<file path="src/rtl/counter_checker_sat_counter.sv">
// Up-counter that holds at all-ones instead of wrapping.
module sat_counter #(
  parameter int unsigned Width = 8
) (
  input  logic             clk_i,
  input  logic             rst_ni,
  input  logic             inc_i,
  output logic [Width-1:0] count_o
);

  logic [Width-1:0] count_q;

  // Count up on inc_i unless already saturated.
  always_ff @(posedge clk_i or negedge rst_ni) begin
    if (!rst_ni) begin
      count_q <= '0;
    end else if (inc_i && (count_q != '1)) begin
      count_q <= count_q + Width'(1);
    end
  end

  assign count_o = count_q;

endmodule

</file>
<file path="config.mk">
export PLATFORM = sky130hd
export DESIGN_NAME = sat_counter
export DESIGN_NICKNAME = d
export VERILOG_FILES = /design/src/rtl/counter_checker_sat_counter.sv
export SDC_FILE = /design/constraint.sdc
export NUM_CORES = 1
export LEC_CHECK = 0
export ABC_AREA = 0
export BUFFER_PORTS_ARGS = -buffer_cell sky130_fd_sc_hd__buf_2
export CORE_AREA = 2 2 39 41
export CTS_CLUSTER_DIAMETER = 150
export DETAILED_ROUTE_END_ITERATION = 16
export DIE_AREA = 0 0 41 43
export GPL_TIMING_DRIVEN = 0
export PLACE_DENSITY = 0.61
export RECOVER_POWER = 25
export REMOVE_ABC_BUFFERS = 1
export SKIP_CTS_REPAIR_TIMING = 1
export SLEW_MARGIN = 20
export SYNTH_ARGS = -nofsm -noshare
export SYNTH_HDL_FRONTEND = slang
export SYNTH_SLANG_ARGS = --single-unit
</file>
<file path="constraint.sdc">
create_clock -name clk_i -period 1.8 [get_ports clk_i]
set_clock_uncertainty 0.1 [all_clocks]
set_input_delay 0.18 -clock clk_i [delete_from_list [all_inputs] [get_ports clk_i]]
set_output_delay 0.18 -clock clk_i [all_outputs]
set_load 0.02 [all_outputs]
</file>
* Word level (Yosys, flattened, before mapping)
Index checks and enable logic that the tools add are counted.
Word-level totals: output and inout port bits 8, word-level logic and storage cells 4, input bits 3, bits in registers 8
Operators by class: eq/ne operators 1, reductions and logical operators 1, add/subtract/negate cells 1
Operators by type and width (number):
- $add A8 B1 Y8 const B | 1
- $ne A8 B8 Y1 const B | 1
- $logic_and A1 B1 Y1 | 1

* Longest topological paths before layout
Gate-level depths: netlist (run 1).
word-level depth 2, gate-level depth with buffers 4, depth with buffers taken out 4

* Worst setup path after synthesis (run 1)
No wires, ideal clock.
path type flip-flop to flip-flop, start reg count_q[0] (netlist: count_o[0]), end reg count_q[1] (netlist: count_o[1]), period minus slack after synthesis 1.624 ns, stages on the path, launching flop included 5, setup slack 0.176 ns, data required time 1.572 ns, setup time 0.128 ns, buffers on the path 0, arrival time 1.397 ns, path through dfrtp_1 ha_1 nand4_1 o21ai_2 mux2_1
On the way: word-level cells in the longest chain between the ends 2, elaborated cells between the ends (all ways) 3, those cells by class 1 x add/sub; 1 x eq/ne; 1 x reduce/logical
Ends and longest elaborated chain:
- start, declared | RTL line 11 | logic [Width-1:0] count_q;
- start signal, assigned | RTL line 18 | count_q <= count_q + Width'(1);
- parallel branches: the longest is 2 deep, another holds $add A8 B1 Y8
Several ways; the timed one is not identified. A chain may end at the register's enable or synchronous reset.

* Worst setup path after layout (run 1)
Same ends and word-level chain as after synthesis.

==> metrics.txt, run 1 <==
# TYPE chip_impl_metric gauge
chip_impl_info{name="synth_area_leader_cell",value="dfrtp_1"} 1
chip_impl_metric{name="setup_viol",unit=""} 0
chip_impl_metric{name="die_area",unit="µm²"} 1760
chip_impl_metric{name="synth.top_cell.area_share",unit="%"} 49.1
chip_impl_metric{name="wirelength",unit="µm"} 827
chip_impl_metric{name="worst_path_largest_cell_delay",unit="ps"} 400
chip_impl_metric{name="nFillCells",unit=""} 147
chip_impl_metric{name="hold_violations",unit=""} 0
chip_impl_metric{name="grt_antenna_before_repair",unit=""} 0
chip_impl_metric{name="viasPerCell",unit=""} 5.20
chip_impl_info{name="status",value="complete, no violations"} 1
chip_impl_info{name="grt_setup_unrepaired",value="no"} 1
chip_impl_metric{name="avgSynthCellArea",unit="µm²"} 12.0
chip_impl_metric{name="n_antenna_cell",unit=""} 0
chip_impl_metric{name="worstPathBufferInverterCount",unit=""} 0
chip_impl_metric{name="grt_pass1_vias",unit=""} 293
chip_impl_metric{name="dr.pass1.iters",unit=""} 4
chip_impl_metric{name="place.detailed.hpwl",unit="µm"} 577
chip_impl_metric{name="routedWlPerCell",unit="µm"} 12.9
chip_impl_info{name="cp-start-kind",value="flop"} 1
chip_impl_info{name="ys_dominant_reg_cell",value="dfrtp_1"} 1
chip_impl_metric{name="syn_inst",unit=""} 34
chip_impl_info{name="cpLargestDelayFamily",value="flip-flops"} 1
chip_impl_info{name="tritoncts",value="built"} 1
chip_impl_metric{name="final_layout_size_suffix_gt1_share",unit="%"} 37.5
chip_impl_metric{name="slew_headroom",unit="%"} 70.7
chip_impl_metric{name="final_antenna_net_count",unit=""} 0
chip_impl_metric{name="grt-ovfl-total",unit=""} 0
chip_impl_metric{name="h_tree_levels",unit=""} 1
chip_impl_metric{name="seqCellArea",unit="µm²"} 200
chip_impl_metric{name="area_growth_syn_to_layout",unit="%"} 24.8
chip_impl_metric{name="pin_count_of_the_biggest_net_entering_global_routing",unit=""} 9
chip_impl_info{name="critPathKind",value="flop to flop"} 1
chip_impl_metric{name="clock-sinks",unit=""} 8
chip_impl_metric{name="max_slew.worst_pin.slew",unit="ps"} 440
chip_impl_metric{name="cts-buffers-inserted",unit=""} 3
chip_impl_metric{name="fp-row-count",unit=""} 14
chip_impl_metric{name="vdd_ir_drop_max",unit="V"} 0.000616
chip_impl_metric{name="finish.utilization",unit="%"} 36.8
chip_impl_metric{name="grtUsageTotal",unit="%"} 11.4
chip_impl_metric{name="ys_ff_latch",unit=""} 8
chip_impl_info{name="yosys.cell_count.top_type",value="dfrtp_1"} 1
chip_impl_metric{name="synthDistinctLibCells",unit=""} 23
chip_impl_metric{name="core_area",unit="µm²"} 1380
chip_impl_metric{name="cts_buffer_depth",unit=""} 2
chip_impl_metric{name="vias",unit=""} 333
chip_impl_metric{name="fin_worst_hold_slack",unit="ps"} 137
chip_impl_metric{name="ys_warn_count",unit=""} 0
chip_impl_info{name="endpoint_kind",value="flop"} 1
chip_impl_metric{name="tns_setup",unit="ps"} 0
chip_impl_metric{name="dp_slack",unit="ps"} 220
chip_impl_metric{name="cp_data_required_time",unit="ps"} 1840
chip_impl_info{name="main_area_contributors_after_synthesis",value="dfrtp_1 49%, a41oi_1 4.3%, a311oi_2 3.7%"} 1
chip_impl_metric{name="instances_no_fill",unit=""} 64
chip_impl_metric{name="mappedNetlistArea",unit="µm²"} 408
chip_impl_info{name="cp_slowest_cell",value="dfrtp_1"} 1
chip_impl_metric{name="worst_endpoint_data_arrival_time",unit="ps"} 1650
chip_impl_metric{name="finalNetCount",unit=""} 54
chip_impl_metric{name="powerDensity",unit="nW/µm²"} 1700
chip_impl_metric{name="cellLeakagePower",unit="µW"} 0.000225
chip_impl_metric{name="initialDrtViolationCount",unit=""} 13
chip_impl_info{name="synth_commonest_cells",value="8 x dfrtp_1, 2 x a21oi_1, 2 x a31oi_1, 2 x a41oi_1, 2 x nand3_1"} 1
chip_impl_metric{name="detail_route.drc_violations",unit=""} 0
chip_impl_metric{name="placed_cells",unit=""} 60
chip_impl_metric{name="fin_crit_sh",unit="%"} 89.3
chip_impl_metric{name="synth.yosys.seq_area_share",unit="%"} 49.1
chip_impl_metric{name="dieWidth",unit="µm"} 41
chip_impl_metric{name="numPortBuffers",unit=""} 10
chip_impl_metric{name="timing.critical_path.fanout_max",unit=""} 5
chip_impl_metric{name="report.final.slew_viol_count",unit=""} 0
chip_impl_metric{name="synth-edff-count",unit=""} 0
chip_impl_info{name="cp_cell_sequence",value="ha_1, nand4_1, o21ai_2, mux2_1"} 1
chip_impl_metric{name="max-cap-violations",unit=""} 0
chip_impl_metric{name="synthArstFlopShare",unit="%"} 100
chip_impl_metric{name="grt_pass1_wl",unit="mm"} 1.28
chip_impl_info{name="timing.hold.worst.class",value="input port to flop"} 1
chip_impl_metric{name="ioPinCount",unit=""} 11
chip_impl_metric{name="die-height",unit="µm"} 43
chip_impl_metric{name="initial_core_util",unit="%"} 29.5
chip_impl_metric{name="finalWorstPathRequiredPeriod",unit="ps"} 1610
chip_impl_metric{name="largest_register_ffs",unit=""} 8
chip_impl_metric{name="fmaxAchievable",unit="MHz"} 622
chip_impl_info{name="root_driver",value="clkbuf_4"} 1
chip_impl_metric{name="multi_input_area",unit="µm²"} 204
chip_impl_metric{name="clk_transition_reported_paths",unit="ps"} 60
chip_impl_metric{name="post-route-worst-setup-slack",unit="ps"} 192
chip_impl_metric{name="gp_congestion",unit=""} 0.686
chip_impl_metric{name="insertion_delay",unit="ps"} 250
## where the power goes
part / total [µW] / internal, µW / switching (µW)
Sequential: 366 / 255 / 111
Clock: 141 / 76.5 / 64.2
Combinational: 361 / 153 / 208
Total: 867 / 484 / 383
## placed cells by master, fill, tap and decap left out
cell / synthesis / layout
nor3_1: 1 / 1
a21oi_1: 2 / 2
nand3_1: 2 / 2
dlygate4sd3_1: 0 / 1
dfrtp_1: 8 / 8
mux2_1: 1 / 1
o21ai_2: 1 / 1
and4_4: 1 / 1
nand3_2: 1 / 1
nand4_1: 1 / 1
and3_4: 1 / 1
nand2_1: 1 / 1
clkbuf_4: 0 / 3
xnor2_1: 1 / 1
a41oi_1: 2 / 2
buf_2: 0 / 9
a311oi_2: 1 / 1
mux2_4: 1 / 1
a31oi_1: 2 / 2
clkbuf_1: 0 / 1
xor2_1: 1 / 1
inv_1: 1 / 1
o21a_1: 1 / 1
nor2_1: 1 / 1
o211ai_1: 1 / 1
ha_1: 1 / 1
a21boi_0: 1 / 1
## worst min-delay path: stages
cell,delay [ps]
buf_2,130
o21ai_2,80
xnor2_1,60
## per-stage QoR
stage,instance area [µm²],total power [µW]
after CTS,500,877
after floorplan,408,605
after global placement,478,720
after detailed placement,478,731
after global routing,509,933
final,509,867
## logic make-up after synthesis
kind of cell	count (synthesis)	share of synthesized area [%]
compound gates	11	21.2
simple gates	9	15.0
flops	8	49.1
xor+xnor	2	4.30
mux	2	6.44
buf+inv	1	0.919
fa+ha+maj	1	3.07
## metal layers
metal  share of wire, %  up-vias  track usage [%]
met2                 44       12             13.8
met3                4.7        4             4.71
met4                3.3        0             10.0
met5                  0        -                0
met1                 48      152             14.8
li1                   -      165                -
## path summary, 6_finish.rpt
kind | to | slack (ps) | from | cells after the start
min | count_o[0] | 140 | inc_i | 3
max in group asynchronous | count_o[0] | 1030 | rst_ni | 2
min reg2reg | count_o[0] | 420 | count_o[0] | 1
max | count_o[1] | 190 | count_o[0] | 4
max reg2reg | count_o[1] | 190 | count_o[0] | 4
min in group asynchronous | count_o[7] | 270 | rst_ni | 2
## cell type report
| cell class | instances | area share [%] |
|---|---|---|
| Inverter | 1 | 0.737 |
| Timing Repair Buffer | 11 | 11.5 |
| Sequential cell | 8 | 39.3 |
| Tap cell | 16 | 3.93 |
| Multi-Input combinational cell | 25 | 40.0 |
| Clock buffer | 3 | 4.42 |
(Power assumes the default switching activity.)
==> run 2, diff against run 1 <==
==> constraint.sdc (replaced) <==
create_clock -name clk_i -period 1.5 [get_ports clk_i]
set_clock_uncertainty 0.1 [all_clocks]
set_input_delay 0.15 -clock clk_i [delete_from_list [all_inputs] [get_ports clk_i]]
set_output_delay 0.15 -clock clk_i [all_outputs]
set_load 0.02 [all_outputs]
==> metrics.txt, run 2 (same netlist as run 1, synthesis figures left out) <==
# TYPE chip_impl_metric gauge
chip_impl_info{name="worst_reg2reg_endpoint",value="count_o[1]"} 1
chip_impl_info{name="tritoncts",value="built"} 1
chip_impl_info{name="cp-start-kind",value="flop"} 1
chip_impl_metric{name="seqCellArea",unit="µm²"} 200
chip_impl_metric{name="initialDrtViolationCount",unit=""} 6
chip_impl_metric{name="powerDensity",unit="nW/µm²"} 2090
chip_impl_metric{name="final_antenna_net_count",unit=""} 0
chip_impl_metric{name="final_layout_size_suffix_gt1_share",unit="%"} 45.1
chip_impl_metric{name="cp_data_required_time",unit="ps"} 1540
chip_impl_metric{name="dieWidth",unit="µm"} 41
chip_impl_metric{name="grt-ovfl-total",unit=""} 0
chip_impl_metric{name="max_slew.worst_pin.slew",unit="ps"} 448
chip_impl_info{name="r2r-start",value="count_o[1]"} 1
chip_impl_metric{name="numPortBuffers",unit=""} 10
chip_impl_info{name="layout_common_cells",value="9 x buf_2, 8 x dfrtp_1, 3 x clkbuf_4, 3 x buf_4"} 1
chip_impl_metric{name="grt_pass1_vias",unit=""} 293
chip_impl_info{name="root_driver",value="clkbuf_4"} 1
chip_impl_metric{name="grtUsageTotal",unit="%"} 11.4
chip_impl_metric{name="gp_congestion",unit=""} 0.686
chip_impl_metric{name="hold_violations",unit=""} 0
chip_impl_info{name="cp_slowest_cell",value="dfrtp_1"} 1
chip_impl_metric{name="vdd_ir_drop_max",unit="V"} 0.000744
chip_impl_metric{name="cellLeakagePower",unit="µW"} 0.000242
chip_impl_metric{name="slew_headroom",unit="%"} 70.1
chip_impl_metric{name="finalNetCount",unit=""} 57
chip_impl_metric{name="report.final.slew_viol_count",unit=""} 0
chip_impl_metric{name="fin_crit_sh",unit="%"} 98.9
chip_impl_metric{name="max-cap-violations",unit=""} 0
chip_impl_metric{name="cts_buffer_depth",unit=""} 2
chip_impl_metric{name="n_antenna_cell",unit=""} 0
chip_impl_metric{name="fin_worst_hold_slack",unit="ps"} 112
chip_impl_metric{name="multi_input_area",unit="µm²"} 220
chip_impl_info{name="worst_hold_path.endpoint",value="count_o[0]"} 1
chip_impl_metric{name="clock-sinks",unit=""} 8
chip_impl_info{name="commonest_non_fill_non_tap_cell_in_the_layout",value="buf_2"} 1
chip_impl_info{name="cp_cell_sequence",value="ha_4, nand4_1, o21ai_2, mux2_4"} 1
chip_impl_metric{name="cts-buffers-inserted",unit=""} 3
chip_impl_metric{name="largest_register_ffs",unit=""} 8
chip_impl_metric{name="dr.pass1.iters",unit=""} 3
chip_impl_metric{name="finalWorstPathRequiredPeriod",unit="ps"} 1480
chip_impl_info{name="hold_start",value="inc_i"} 1
chip_impl_metric{name="fp-row-count",unit=""} 14
chip_impl_info{name="endpoint_kind",value="flop"} 1
chip_impl_info{name="timing.hold.worst.class",value="input port to flop"} 1
chip_impl_metric{name="design_area",unit="µm²"} 548
chip_impl_metric{name="worst-r2r-setup-slack",unit="ps"} 20
chip_impl_metric{name="place.detailed.hpwl",unit="µm"} 577
chip_impl_metric{name="worst_endpoint_data_arrival_time",unit="ps"} 1530
chip_impl_metric{name="h_tree_levels",unit=""} 1
chip_impl_info{name="critPathKind",value="flop to flop"} 1
chip_impl_metric{name="pin_count_of_the_biggest_net_entering_global_routing",unit=""} 9
chip_impl_metric{name="ioPinCount",unit=""} 11
chip_impl_metric{name="instances_no_fill",unit=""} 67
chip_impl_metric{name="placedInstanceArea",unit="µm²"} 478
chip_impl_metric{name="grt_antenna_before_repair",unit=""} 0
chip_impl_metric{name="fmaxAchievable",unit="MHz"} 674
chip_impl_info{name="grt_setup_unrepaired",value="yes"} 1
chip_impl_metric{name="core_area",unit="µm²"} 1380
chip_impl_metric{name="grt_pass1_wl",unit="mm"} 1.28
chip_impl_info{name="status",value="complete, no violations"} 1
chip_impl_metric{name="vias",unit=""} 348
chip_impl_metric{name="timing.critical_path.fanout_max",unit=""} 5
chip_impl_metric{name="die-height",unit="µm"} 43
chip_impl_metric{name="routedWlPerCell",unit="µm"} 13.4
chip_impl_metric{name="area_growth_syn_to_layout",unit="%"} 34.4
chip_impl_metric{name="nFillCells",unit=""} 144
chip_impl_metric{name="initial_core_util",unit="%"} 29.5
chip_impl_metric{name="viasPerCell",unit=""} 5.19
chip_impl_metric{name="clk_transition_reported_paths",unit="ps"} 60
chip_impl_metric{name="worst_path_largest_cell_delay",unit="ps"} 410
chip_impl_metric{name="detail_route.drc_violations",unit=""} 0
chip_impl_metric{name="die_area",unit="µm²"} 1760
chip_impl_metric{name="setup_viol",unit=""} 0
chip_impl_metric{name="placed_cells",unit=""} 60
chip_impl_metric{name="wirelength",unit="µm"} 897
chip_impl_metric{name="whs_path_depth",unit=""} 3
chip_impl_metric{name="worstRegToRegCells",unit=""} 4
chip_impl_metric{name="insertion_delay",unit="ps"} 260
chip_impl_metric{name="power",unit="µW"} 1150
## run 2: changes by cell type in the layout (fill, tap and decap cells not counted)
cell    change
mux2_4      +1
buf_4       +3
ha_1        -1
mux2_1      -1
ha_4        +1
## run 2: per-layer routing
layer | part of all wire, % | vias up | GRT usage [%] | routed length, µm
li1 | - | 169 | - | -
met1 | 48 | 163 | 14.8 | 427
met2 | 44 | 11 | 13.8 | 393
met3 | 4.5 | 5 | 4.71 | 40
met4 | 3.9 | 0 | 10.0 | 35
met5 | 0 | - | 0 | 0
## run 2: where the power goes
part	internal, µW	switching [µW]
clock	91.9	78.3
combinational	256	277
sequential	306	138
## run 2: how the worst max path moves through the flow
stage,from,endpoint,depth (start not counted)
after floorplan,count_o[0],count_o[1],4
after global placement,count_o[0],count_o[1],4
after detailed placement,count_o[0],count_o[1],4
after CTS,count_o[0],count_o[1],4
after global routing,count_o[1],count_o[1],4
final,count_o[1],count_o[1],4
## run 2: final cells by class
cell class,count,area share (%)
Multi-Input combinational cell,25,40.2
Sequential cell,8,36.5
Timing Repair Buffer,14,14.8
Clock buffer,3,4.11
Tap cell,16,3.65
Inverter,1,0.685
## run 2: metrics by stage
step,setup WS (ps),util [%],setup TNS [ps]
CTS,-111,36.2,-111
global route,-61.5,39.6,-61.5
global placement,-95.2,34.5,-95.2
floorplan,-124,-,-124
finish,16.0,39.6,0
detailed placement,-80.5,34.5,-80.5
## run 2: critical path, delay by kind of cell (launching register included)
kind | cells | cell delay (ps)
flip-flops | 1 | 410
multiplexers | 1 | 310
AO/OA/AOI/OAI | 1 | 230
adder cells (fa/ha/maj) | 1 | 180
AND/OR/NAND/NOR | 1 | 150
==> run 3, diff against run 2 <==
--- a/config.mk
+++ b/config.mk
@@ -7,12 +7,14 @@
 export LEC_CHECK = 0
 export ABC_AREA = 0
 export BUFFER_PORTS_ARGS = -buffer_cell sky130_fd_sc_hd__buf_2
+export CELL_PAD_IN_SITES_DETAIL_PLACEMENT = 0
+export CELL_PAD_IN_SITES_GLOBAL_PLACEMENT = 1
 export CORE_AREA = 2 2 39 41
 export CTS_CLUSTER_DIAMETER = 150
 export DETAILED_ROUTE_END_ITERATION = 16
 export DIE_AREA = 0 0 41 43
 export GPL_TIMING_DRIVEN = 0
-export PLACE_DENSITY = 0.61
+export PLACE_DENSITY = 0.72
 export RECOVER_POWER = 25
 export REMOVE_ABC_BUFFERS = 1
 export SKIP_CTS_REPAIR_TIMING = 1
==> constraint.sdc (replaced) <==
create_clock -name clk_i -period 1.5 [get_ports clk_i]
set_clock_uncertainty 0.1 [all_clocks]
set_input_delay 0.45 -clock clk_i [delete_from_list [all_inputs] [get_ports clk_i]]
set_output_delay 0.45 -clock clk_i [all_outputs]
set_load 0.02 [all_outputs]
==> metrics.txt, run 3 (same netlist as run 1, synthesis figures left out) <==
# TYPE chip_impl_metric gauge
chip_impl_metric{name="dr.pass1.iters",unit=""} 4
chip_impl_metric{name="clk_transition_reported_paths",unit="ps"} 50
chip_impl_metric{name="max-cap-violations",unit=""} 0
chip_impl_metric{name="core_area",unit="µm²"} 1380
chip_impl_metric{name="tns_setup",unit="ps"} 0
chip_impl_info{name="critPathKind",value="flop to flop"} 1
chip_impl_metric{name="fin_crit_sh",unit="%"} 98.0
chip_impl_metric{name="clock-sinks",unit=""} 8
chip_impl_metric{name="report.final.slew_viol_count",unit=""} 0
chip_impl_metric{name="slew_headroom",unit="%"} 68.8
chip_impl_info{name="grt_setup_unrepaired",value="yes"} 1
chip_impl_metric{name="fp-row-count",unit=""} 14
chip_impl_metric{name="cts_buffer_depth",unit=""} 2
chip_impl_metric{name="setup_viol",unit=""} 0
chip_impl_metric{name="h_tree_levels",unit=""} 1
chip_impl_info{name="endpoint_kind",value="flop"} 1
chip_impl_metric{name="detail_route.drc_violations",unit=""} 0
chip_impl_metric{name="area_growth_syn_to_layout",unit="%"} 34.4
chip_impl_metric{name="vias",unit=""} 337
chip_impl_info{name="timing.hold.worst.class",value="input port to flop"} 1
chip_impl_metric{name="final_layout_size_suffix_gt1_share",unit="%"} 49.0
chip_impl_metric{name="powerDensity",unit="nW/µm²"} 2000
chip_impl_metric{name="initialDrtViolationCount",unit=""} 3
chip_impl_info{name="commonest_non_fill_non_tap_cell_in_the_layout",value="buf_2"} 1
chip_impl_metric{name="place.detailed.hpwl",unit="µm"} 583
chip_impl_metric{name="largest_register_ffs",unit=""} 8
chip_impl_metric{name="worst_endpoint_data_arrival_time",unit="ps"} 1500
chip_impl_metric{name="timing.critical_path.fanout_max",unit=""} 5
chip_impl_metric{name="cellLeakagePower",unit="µW"} 0.000234
chip_impl_metric{name="worst-r2r-setup-slack",unit="ps"} 30
chip_impl_metric{name="finalNetCount",unit=""} 57
chip_impl_info{name="tritoncts",value="built"} 1
chip_impl_metric{name="dieWidth",unit="µm"} 41
chip_impl_metric{name="routedWlPerCell",unit="µm"} 12.9
chip_impl_metric{name="worstRegToRegCells",unit=""} 4
chip_impl_metric{name="gp_congestion",unit=""} 0.753
chip_impl_metric{name="hold_violations",unit=""} 0
chip_impl_metric{name="worstSetupPathDepth",unit=""} 4
chip_impl_metric{name="initial_core_util",unit="%"} 29.5
chip_impl_info{name="worst_reg2reg_endpoint",value="count_o[1]"} 1
chip_impl_metric{name="grt_pass1_wl",unit="mm"} 1.34
chip_impl_metric{name="dp_slack",unit="ps"} -83.6
chip_impl_metric{name="die_area",unit="µm²"} 1760
chip_impl_info{name="layout_common_cells",value="9 x buf_2, 5 x dfrtp_1, 3 x clkbuf_4, 3 x dfrtp_2, 3 x buf_4"} 1
chip_impl_metric{name="wirelength",unit="µm"} 866
chip_impl_info{name="crit_path_start",value="count_o[1]"} 1
chip_impl_info{name="cpLargestDelayFamily",value="flip-flops"} 1
chip_impl_metric{name="numPortBuffers",unit=""} 10
chip_impl_metric{name="max_slew.worst_pin.slew",unit="ps"} 467
chip_impl_info{name="root_driver",value="clkbuf_4"} 1
chip_impl_info{name="r2r-start",value="count_o[1]"} 1
chip_impl_metric{name="n_antenna_cell",unit=""} 0
chip_impl_metric{name="grtUsageTotal",unit="%"} 11.8
chip_impl_metric{name="final_antenna_net_count",unit=""} 0
chip_impl_metric{name="vdd_ir_drop_max",unit="V"} 0.000795
chip_impl_info{name="cp_cell_sequence",value="ha_4, nand4_1, o21ai_2, mux2_1"} 1
chip_impl_metric{name="insertion_delay",unit="ps"} 250
chip_impl_metric{name="grt-ovfl-total",unit=""} 0
chip_impl_metric{name="cp_data_required_time",unit="ps"} 1530
chip_impl_metric{name="finalWorstPathRequiredPeriod",unit="ps"} 1470
chip_impl_metric{name="cts-buffers-inserted",unit=""} 3
chip_impl_metric{name="worstPathBufferInverterCount",unit=""} 0
chip_impl_metric{name="fmaxAchievable",unit="MHz"} 681
chip_impl_info{name="cp_slowest_cell",value="dfrtp_1"} 1
chip_impl_metric{name="die-height",unit="µm"} 43
chip_impl_metric{name="grt_pass1_vias",unit=""} 312
chip_impl_metric{name="fin_worst_hold_slack",unit="ps"} 426
chip_impl_metric{name="finish.utilization",unit="%"} 39.6
chip_impl_metric{name="pin_count_of_the_biggest_net_entering_global_routing",unit=""} 9
chip_impl_metric{name="viasPerCell",unit=""} 5.03
chip_impl_info{name="critical_path.endpoint",value="count_o[1]"} 1
chip_impl_metric{name="worst_path_largest_cell_delay",unit="ps"} 410
chip_impl_metric{name="post-route-worst-setup-slack",unit="ps"} 30.5
chip_impl_metric{name="ioPinCount",unit=""} 11
chip_impl_info{name="status",value="complete, no violations"} 1
chip_impl_metric{name="grt_antenna_before_repair",unit=""} 0
chip_impl_info{name="cp-start-kind",value="flop"} 1
## run 3: cell count changes in the layout (fill, tap and decap cells not counted)
cell,previous run,this run
dfrtp_1,8,5
dfrtp_2,0,3
mux2_1,0,1
mux2_4,2,1
## run 3: final cells by class
type / count / area, µm²
inverter: 1 / 3.75
timing repair buffer: 14 / 81.3
tap: 16 / 20.0
multi-input combinational: 25 / 216
sequential: 8 / 204
fill: 143 / 836
clock buffer: 3 / 22.5
## run 3: per-stage QoR
stage | instance area, µm² | total power, µW | instances
floorplan | 408 | 726 | 34
global placement | 478 | 867 | 60
detailed placement | 478 | 873 | 60
CTS | 500 | 1050 | 63
global route | 548 | 1190 | 67
finish | 548 | 1100 | 67
## run 3: how the worst min path moves through the flow
stage | startpoint | to | slack [ps] | depth (start not counted)
finish | inc_i | count_o[2] | 430 | 3
global route | inc_i | count_o[2] | 450 | 3
CTS | rst_ni | count_o[5] | -60 | 1
detailed placement | rst_ni | count_o[3] | 210 | 1
global placement | rst_ni | count_o[3] | 210 | 1
floorplan | rst_ni | count_o[0] | 50 | 0
## run 3: layer usage
| metal | wire, µm | vias to the layer above | GRT usage [%] |
|---|---|---|---|
| li1 | - | 168 | - |
| met5 | 0 | - | 0 |
| met3 | 34 | 2 | 4.71 |
| met4 | 8 | 0 | 10.0 |
| met1 | 440 | 160 | 16.4 |
| met2 | 383 | 7 | 13.4 |
## run 3: power by group
group          switching [µW]  total [µW]  internal (µW)  leakage [µW]
clock                    72.1         164           91.5     0.0000138
combinational             262         484            222      0.000127
sequential                140         450            310     0.0000937
## run 3: worst reg2reg max path: stages (launching register included)
cell and delay [ps]:
dfrtp_1 410, ha_4 180, nand4_1 140, o21ai_2 190
mux2_1 330
